[config.mk]
export PLATFORM = sky130hd
export DESIGN_NAME = phase_measure
export DESIGN_NICKNAME = d
export VERILOG_FILES = /design/src/rtl/phase_measure_pkg.sv /design/src/rtl/xing_detect.sv /design/src/rtl/phase_measure.sv
export SDC_FILE = /design/constraint.sdc
export NUM_CORES = 1
export LEC_CHECK = 0
export BUFFER_PORTS_ARGS = -buffer_cell sky130_fd_sc_hd__buf_2
export CAP_MARGIN = 30
export CORE_MARGIN = 1.5
export CORE_UTILIZATION = 40
export CTS_CLUSTER_SIZE = 20
export DETAILED_ROUTE_END_ITERATION = 8
export SKIP_LAST_GASP = 1
export SLEW_MARGIN = 20
export SYNTH_ARGS = -nofsm -noshare
export SYNTH_HDL_FRONTEND = slang
export SYNTH_HIERARCHICAL = 1
export SYNTH_SLANG_ARGS = --single-unit
export TNS_END_PERCENT = 50
[constraint.sdc]
create_clock -name i_clk -period 2.6 [get_ports i_clk]
set_clock_uncertainty 0.2 [all_clocks]
set_input_delay 0 -clock i_clk [delete_from_list [all_inputs] [get_ports i_clk]]
set_output_delay 0 -clock i_clk [all_outputs]
set_load 0.1 [all_outputs]
[src/rtl/phase_measure_pkg.sv]
// ---------------------------------------------------------------------------
// phase_measure_pkg
// Shared definitions for the phase measurement block: the measurement FSM
// state encoding and the default sample width, counter width, crossing
// threshold, re-arm hysteresis and timeout constants.
// ---------------------------------------------------------------------------
package phase_measure_pkg;

   // Lag measurement FSM: waiting for a reference crossing, or counting
   // samples until the shifted stream crosses.
   typedef enum logic {
      ST_IDLE  = 1'b0,
      ST_COUNT = 1'b1
   } state_t;

   localparam int DEF_DW      = 12;
   localparam int DEF_CW      = 10;
   localparam int DEF_MID     = 2048;
   localparam int DEF_HYST    = 64;
   localparam int DEF_TIMEOUT = 1023;

endpackage

[src/rtl/xing_detect.sv]
// ---------------------------------------------------------------------------
// xing_detect
// Rising mid-scale crossing detector with re-arm hysteresis for one sample
// stream. A crossing is flagged combinationally on the valid sample that
// first reaches MID after the previous sample was below MID, provided the
// detector has been armed by some earlier sample below MID-HYST. A detected
// crossing disarms the detector, so dither around MID is counted once.
//
// Ports:
//    i_clk       system clock
//    i_rst_n     synchronous active-low reset (disarms, clears history)
//    i_in_valid  sample strobe; history only advances when high
//    i_sample    unsigned DW-bit sample
//    o_xing      crossing detected on the current valid sample
// ---------------------------------------------------------------------------
module xing_detect
   import phase_measure_pkg::*;
#(
   parameter int DW   = DEF_DW,
   parameter int MID  = DEF_MID,
   parameter int HYST = DEF_HYST
) (
   input  logic          i_clk,
   input  logic          i_rst_n,
   input  logic          i_in_valid,
   input  logic [DW-1:0] i_sample,
   output logic          o_xing
);

   localparam logic [DW-1:0] MID_V = DW'(MID);
   localparam logic [DW-1:0] ARM_V = DW'(MID - HYST);

   logic [DW-1:0] r_prev;
   logic          r_armed;
   logic          w_xing;

   assign w_xing = i_in_valid && r_armed && (r_prev < MID_V) && (i_sample >= MID_V);
   assign o_xing = w_xing;

   // Previous-sample history and arming flag. A crossing sample is always
   // >= MID, so it can never re-arm on the same sample it disarms.
   always_ff @(posedge i_clk) begin
      if (!i_rst_n) begin
         r_prev  <= '0;
         r_armed <= 1'b0;
      end else if (i_in_valid) begin
         r_prev <= i_sample;
         if (w_xing) begin
            r_armed <= 1'b0;
         end else if (i_sample < ARM_V) begin
            r_armed <= 1'b1;
         end
      end
   end

endmodule

[src/rtl/phase_measure.sv]
// ---------------------------------------------------------------------------
// phase_measure
// Measures the lag, in samples, of a phase-shifted sine stream behind its
// reference stream, plus the reference period, using rising mid-scale
// crossings. Results and pulses are registered and appear the clock after
// the valid sample that produced them.
//
// Ports:
//    i_clk            system clock
//    i_rst_n          synchronous active-low reset
//    i_in_valid       sample strobe for both streams
//    i_ref_in         reference sine sample
//    i_shf_in         phase-shifted sine sample
//    o_phase          lag modulo 256 (low byte of o_delay)
//    o_delay          raw lag count
//    o_period         samples between the last two reference crossings
//    o_phase_valid    one-cycle pulse: o_phase/o_delay updated
//    o_period_valid   one-cycle pulse: o_period updated
//    o_timeout        one-cycle pulse: a measurement was abandoned
// ---------------------------------------------------------------------------
module phase_measure
   import phase_measure_pkg::*;
#(
   parameter int DW      = DEF_DW,
   parameter int CW      = DEF_CW,
   parameter int MID     = DEF_MID,
   parameter int HYST    = DEF_HYST,
   parameter int TIMEOUT = DEF_TIMEOUT
) (
   input  logic          i_clk,
   input  logic          i_rst_n,
   input  logic          i_in_valid,
   input  logic [DW-1:0] i_ref_in,
   input  logic [DW-1:0] i_shf_in,
   output logic [7:0]    o_phase,
   output logic [CW-1:0] o_delay,
   output logic [CW-1:0] o_period,
   output logic          o_phase_valid,
   output logic          o_period_valid,
   output logic          o_timeout
);

   localparam logic [CW-1:0] TO_V = CW'(TIMEOUT);

   logic          w_ref_xing;
   logic          w_shf_xing;

   state_t        r_state;
   state_t        w_state_nxt;
   logic [CW-1:0] r_delay_cnt;
   logic [CW-1:0] w_delay_cnt_nxt;
   logic [CW-1:0] w_delay_inc;
   logic [CW-1:0] r_delay;
   logic [CW-1:0] w_delay_nxt;
   logic          r_phase_valid;
   logic          w_phase_valid_nxt;
   logic          w_meas_timeout;

   logic          r_per_run;
   logic          w_per_run_nxt;
   logic          r_per_sat;
   logic          w_per_sat_nxt;
   logic [CW-1:0] r_per_cnt;
   logic [CW-1:0] w_per_cnt_nxt;
   logic [CW-1:0] w_per_inc;
   logic [CW-1:0] r_period;
   logic [CW-1:0] w_period_nxt;
   logic          r_period_valid;
   logic          w_period_valid_nxt;
   logic          w_per_timeout;

   logic          r_timeout;

   xing_detect #(
      .DW   (DW),
      .MID  (MID),
      .HYST (HYST)
   ) u_ref_xing (
      .i_clk      (i_clk),
      .i_rst_n    (i_rst_n),
      .i_in_valid (i_in_valid),
      .i_sample   (i_ref_in),
      .o_xing     (w_ref_xing)
   );

   xing_detect #(
      .DW   (DW),
      .MID  (MID),
      .HYST (HYST)
   ) u_shf_xing (
      .i_clk      (i_clk),
      .i_rst_n    (i_rst_n),
      .i_in_valid (i_in_valid),
      .i_sample   (i_shf_in),
      .o_xing     (w_shf_xing)
   );

   // delay_cnt holds (samples since ref crossing - 1), so the lag reported
   // on a shf crossing is delay_cnt + 1.
   assign w_delay_inc = r_delay_cnt + CW'(1);
   assign w_per_inc   = r_per_cnt + CW'(1);

   // Lag measurement next-state logic. A coincident ref crossing in COUNT
   // both closes the running measurement and starts the next one.
   always_comb begin
      w_state_nxt       = r_state;
      w_delay_cnt_nxt   = r_delay_cnt;
      w_delay_nxt       = r_delay;
      w_phase_valid_nxt = 1'b0;
      w_meas_timeout    = 1'b0;
      if (i_in_valid) begin
         case (r_state)
            ST_IDLE: begin
               if (w_ref_xing) begin
                  w_delay_cnt_nxt = '0;
                  if (w_shf_xing) begin
                     w_delay_nxt       = '0;
                     w_phase_valid_nxt = 1'b1;
                  end else begin
                     w_state_nxt = ST_COUNT;
                  end
               end
            end
            ST_COUNT: begin
               if (w_shf_xing) begin
                  w_delay_nxt       = w_delay_inc;
                  w_phase_valid_nxt = 1'b1;
                  if (w_ref_xing) begin
                     w_delay_cnt_nxt = '0;
                  end else begin
                     w_state_nxt = ST_IDLE;
                  end
               end else if (w_ref_xing) begin
                  w_delay_cnt_nxt = '0;
               end else if (w_delay_inc == TO_V) begin
                  w_meas_timeout  = 1'b1;
                  w_delay_cnt_nxt = '0;
                  w_state_nxt     = ST_IDLE;
               end else begin
                  w_delay_cnt_nxt = w_delay_inc;
               end
            end
            default: begin
               w_state_nxt = ST_IDLE;
            end
         endcase
      end
   end

   // Reference period next-state logic. The counter starts at the first
   // ref crossing; after saturating it stays frozen until the next crossing,
   // which restarts it without reporting the overlong period.
   always_comb begin
      w_per_run_nxt      = r_per_run;
      w_per_sat_nxt      = r_per_sat;
      w_per_cnt_nxt      = r_per_cnt;
      w_period_nxt       = r_period;
      w_period_valid_nxt = 1'b0;
      w_per_timeout      = 1'b0;
      if (i_in_valid) begin
         if (w_ref_xing) begin
            if (r_per_run && !r_per_sat) begin
               w_period_nxt       = w_per_inc;
               w_period_valid_nxt = 1'b1;
            end
            w_per_run_nxt = 1'b1;
            w_per_sat_nxt = 1'b0;
            w_per_cnt_nxt = '0;
         end else if (r_per_run && !r_per_sat) begin
            if (w_per_inc == TO_V) begin
               w_per_sat_nxt = 1'b1;
               w_per_timeout = 1'b1;
            end else begin
               w_per_cnt_nxt = w_per_inc;
            end
         end
      end
   end

   // State, counters and registered results. Both abandon paths share one
   // timeout pulse.
   always_ff @(posedge i_clk) begin
      if (!i_rst_n) begin
         r_state        <= ST_IDLE;
         r_delay_cnt    <= '0;
         r_delay        <= '0;
         r_phase_valid  <= 1'b0;
         r_per_run      <= 1'b0;
         r_per_sat      <= 1'b0;
         r_per_cnt      <= '0;
         r_period       <= '0;
         r_period_valid <= 1'b0;
         r_timeout      <= 1'b0;
      end else begin
         r_state        <= w_state_nxt;
         r_delay_cnt    <= w_delay_cnt_nxt;
         r_delay        <= w_delay_nxt;
         r_phase_valid  <= w_phase_valid_nxt;
         r_per_run      <= w_per_run_nxt;
         r_per_sat      <= w_per_sat_nxt;
         r_per_cnt      <= w_per_cnt_nxt;
         r_period       <= w_period_nxt;
         r_period_valid <= w_period_valid_nxt;
         r_timeout      <= w_meas_timeout | w_per_timeout;
      end
   end

   assign o_phase        = r_delay[7:0];
   assign o_delay        = r_delay;
   assign o_period       = r_period;
   assign o_phase_valid  = r_phase_valid;
   assign o_period_valid = r_period_valid;
   assign o_timeout      = r_timeout;

endmodule

==> key figures <==
Synth
  • Count leader, synth: dfxtp_1
  • Post-synth EDFFs: 0
  • Post-synth top area share: 0.375
  • Post-synthesis cell count: 313
  • Yosys warns: 6
  • Synth cell count leaders: dfxtp_1, nor2_1, a21oi_1, nand2_1, buf_4
  • Top post-synthesis cells by area: dfxtp_1, nor2_1, buf_4
  • Cell Area, Synth: 2670 sq um
  • Yosys reg bits: 50
  • Seq/Total Area, Yosys: 0.375
  • Syn nets: 344
  • Most used flip-flop cell after synthesis: dfxtp_1
  • Count of cell types in the netlist: 58
  • Async SR Flop Fraction: 0
  • Mean Syn Cell Area: 8.52 sq um
  • Area leader, netlist: dfxtp_1

Global route
  • Initial antenna violation count: 0
  • GR Overflow Total: 0
  • Pin count of the biggest net entering global routing: 31
  • Vias in the first global route: 2,298
  • First-pass GRT wire length: 10.6 mm
  • Total track usage: 0.180

Placed design
  • GP Congestion: 0.868
  • Port Buffers: 45
  • Hpwl dp: 4.28 mm
  • Inst Count DP: 421

Job
  • MaxCap Viol Count: 0

STA
  • Fin Hold WS: approximately 0.27 ns
  • F_max: approximately 430 MHz
  • Rel. slew slack: 0.491
  • Post-route setup TNS: 0 ns
  • Final Hold Fails: 0
  • RSZ-0062 raised after global routing: no
  • Worst Max-Slew Pin Slew: between 0.7 and 0.8 ns
  • Setup violation total in the final timing report: 0
  • Fin. max-slew vios: 0
  • Fin crit share: 0.898
  • Fin crit period: 2.34 ns

Drt
  • Via count: around 2,400
  • Total wire length: 6.12 mm
  • DR top layer: met4
  • Via/cell ratio: roughly 5.4
  • Met2 wire len: 3.08 mm
  • DRC viols: 0
  • Routed Antenna Nets: 0
  • Drt first pass iters: 4
  • Drt initial violations: 143
  • Met3 routed WL: a little over 200 um
  • Wirelength per Cell: between 10 and 15 um
  • M1 WL: roughly 2.7 mm

Setup path
  • Critical path capture point type: register
  • R2r worst-path depth: 7
  • Worst reg2reg endpoint: r_per_cnt[9]
  • Reg2Reg Launch Point: r_per_cnt[0]
  • Crit-path max FO: 9
  • Crit Path Category: reg2reg
  • CP Data Arrival Time: 2.34 ns
  • Required time worst endpoint: 2.61 ns
  • Crit start category: register
  • R2R setup slack: 0.26 ns

Cells and area
  • Synth-to-Final Area Change: 18.9%
  • Final Core Density: 0.496
  • Share of layout cells above drive strength 1: 0.227
  • Fillers: around 630
  • # nets final: 396
  • Ant diodes: 0
  • Final Non-Filler Cells: 443

CTS
  • CTS Buf Count: 5
  • Root Driver: clkbuf_8
  • Worst-Skew Late Latency: 0.31 ns
  • Clock slew at reported path FFs: 0.09 ns
  • H-tree depth: 2
  • Clk sinks: 50
  • Longest Clk Path Bufs: 2
  • Setup Buffers After CTS: 0
  • PostCTS Resize Cnt: 0
  • CTS tree: built

Pwr
  • Max IR drop VDD: 0.245 mV
  • Static Leakage: between 0.001 and 0.0015 uW
  • Power density over the cells: 445 nW/um^2

Worst hold path
  • Hold path cells: 2
  • Worst min-delay path startpoint: r_per_run
  • Hold Path Class: reg2reg
  • Hold Path End: r_per_run

Floorplanning
  • Row count: 29
  • Die Height: 84.6 um
  • Starting Density: 0.418
  • Die ar.: 7160 sq um
  • Total core area: 6390 sq um
  • Chip Width: 84.6 um
  • Top-Level Pins: 58

Outcome
  • Status: finished, final reports clean
[flip-flops by register name (all words and copies together), names as in the netlist, 10 cells and up]
register     cells
o_period        10
r_delay_cnt     10
r_per_cnt       10
o_delay         10
[power breakdown]
part	total (uW)	switching [uW]	internal, uW
clock	549	260	288
combinational	86.1	47.2	38.8
sequential	776	5.38	771
[worst max-delay path: stages, from the launching register on]
cell	delay (ns)
dfxtp_1	0.35
ha_1	0.40
nand3_2	0.17
nor3_1	0.25
xor2_1	0.28
and3_1	0.31
nor2_1	0.07
o221a_1	0.21
[worst max path at each step]
stage,endpoint,from,cells past startpoint
global route,r_per_cnt[9],r_per_cnt[0],7
global placement,r_per_cnt[9],r_per_cnt[0],7
floorplan,r_per_cnt[9],r_per_cnt[1],8
finish,r_per_cnt[9],r_per_cnt[0],7
detailed placement,r_per_cnt[9],r_per_cnt[0],7
CTS,u_ref_xing/r_armed,i_ref_in[7],8
[kinds of logic after synthesis]
logic type	synth area share
compound gates	0.210
xor+xnor	0.0596
fa+ha+maj	0.0188
buf+inv	0.0737
flops	0.375
mux	0.0150
simple gates	0.247
[timing repair]
item                                    in CTS  in global routing
endpoints found under the setup margin       0                  1
endpoints found under the hold margin       18                  0
hold buffers                                15                  0
[placed cells by master (no fill, tap or decap), drive strengths merged, types with 6 or more instances in the layout]
cell         instances
xor2                12
nor3                 7
nand3               13
dlygate4sd3         14
o21ai               20
nand2               21
a22oi                6
a21oi               21
nor2                35
dfxtp               50
buf                 59
a31oi                7
clkbuf               7
nor3b                6
nand4               12
inv                  7
[metal layers]
| metal | track usage | vias to the layer above |
|---|---|---|
| met3 | 0.0315 | 9 |
| li1 | - | 1226 |
| met4 | 0.0689 | 0 |
| met1 | 0.217 | 1129 |
| met5 | 0 | - |
| met2 | 0.317 | 47 |
[stage by stage]
step                      worst slack [ns]  total power (uW)  area, sq um
after CTS                          0.00867              1430         3180
after floorplan                      0.449               838         2670
after global routing                0.0886              1460         3170
final                                0.265              1410         3170
after global placement               0.334               864         2920
after detailed placement             0.325               865         2920
[area by class of cell]
| type | instances | area (sq um) | area share |
|---|---|---|---|
| flip-flops and latches | 50 | 1000 | 0.316 |
| inverters | 7 | 26.3 | 0.00829 |
| clock buffers | 7 | 76.3 | 0.0241 |
| clock inverters | 1 | 30.0 | 0.00947 |
| multi-input cells | 228 | 1470 | 0.463 |
| repair buffers | 73 | 470 | 0.148 |
| well taps | 77 | 96.3 | 0.0304 |
Power figures use the tool's default switching activity.
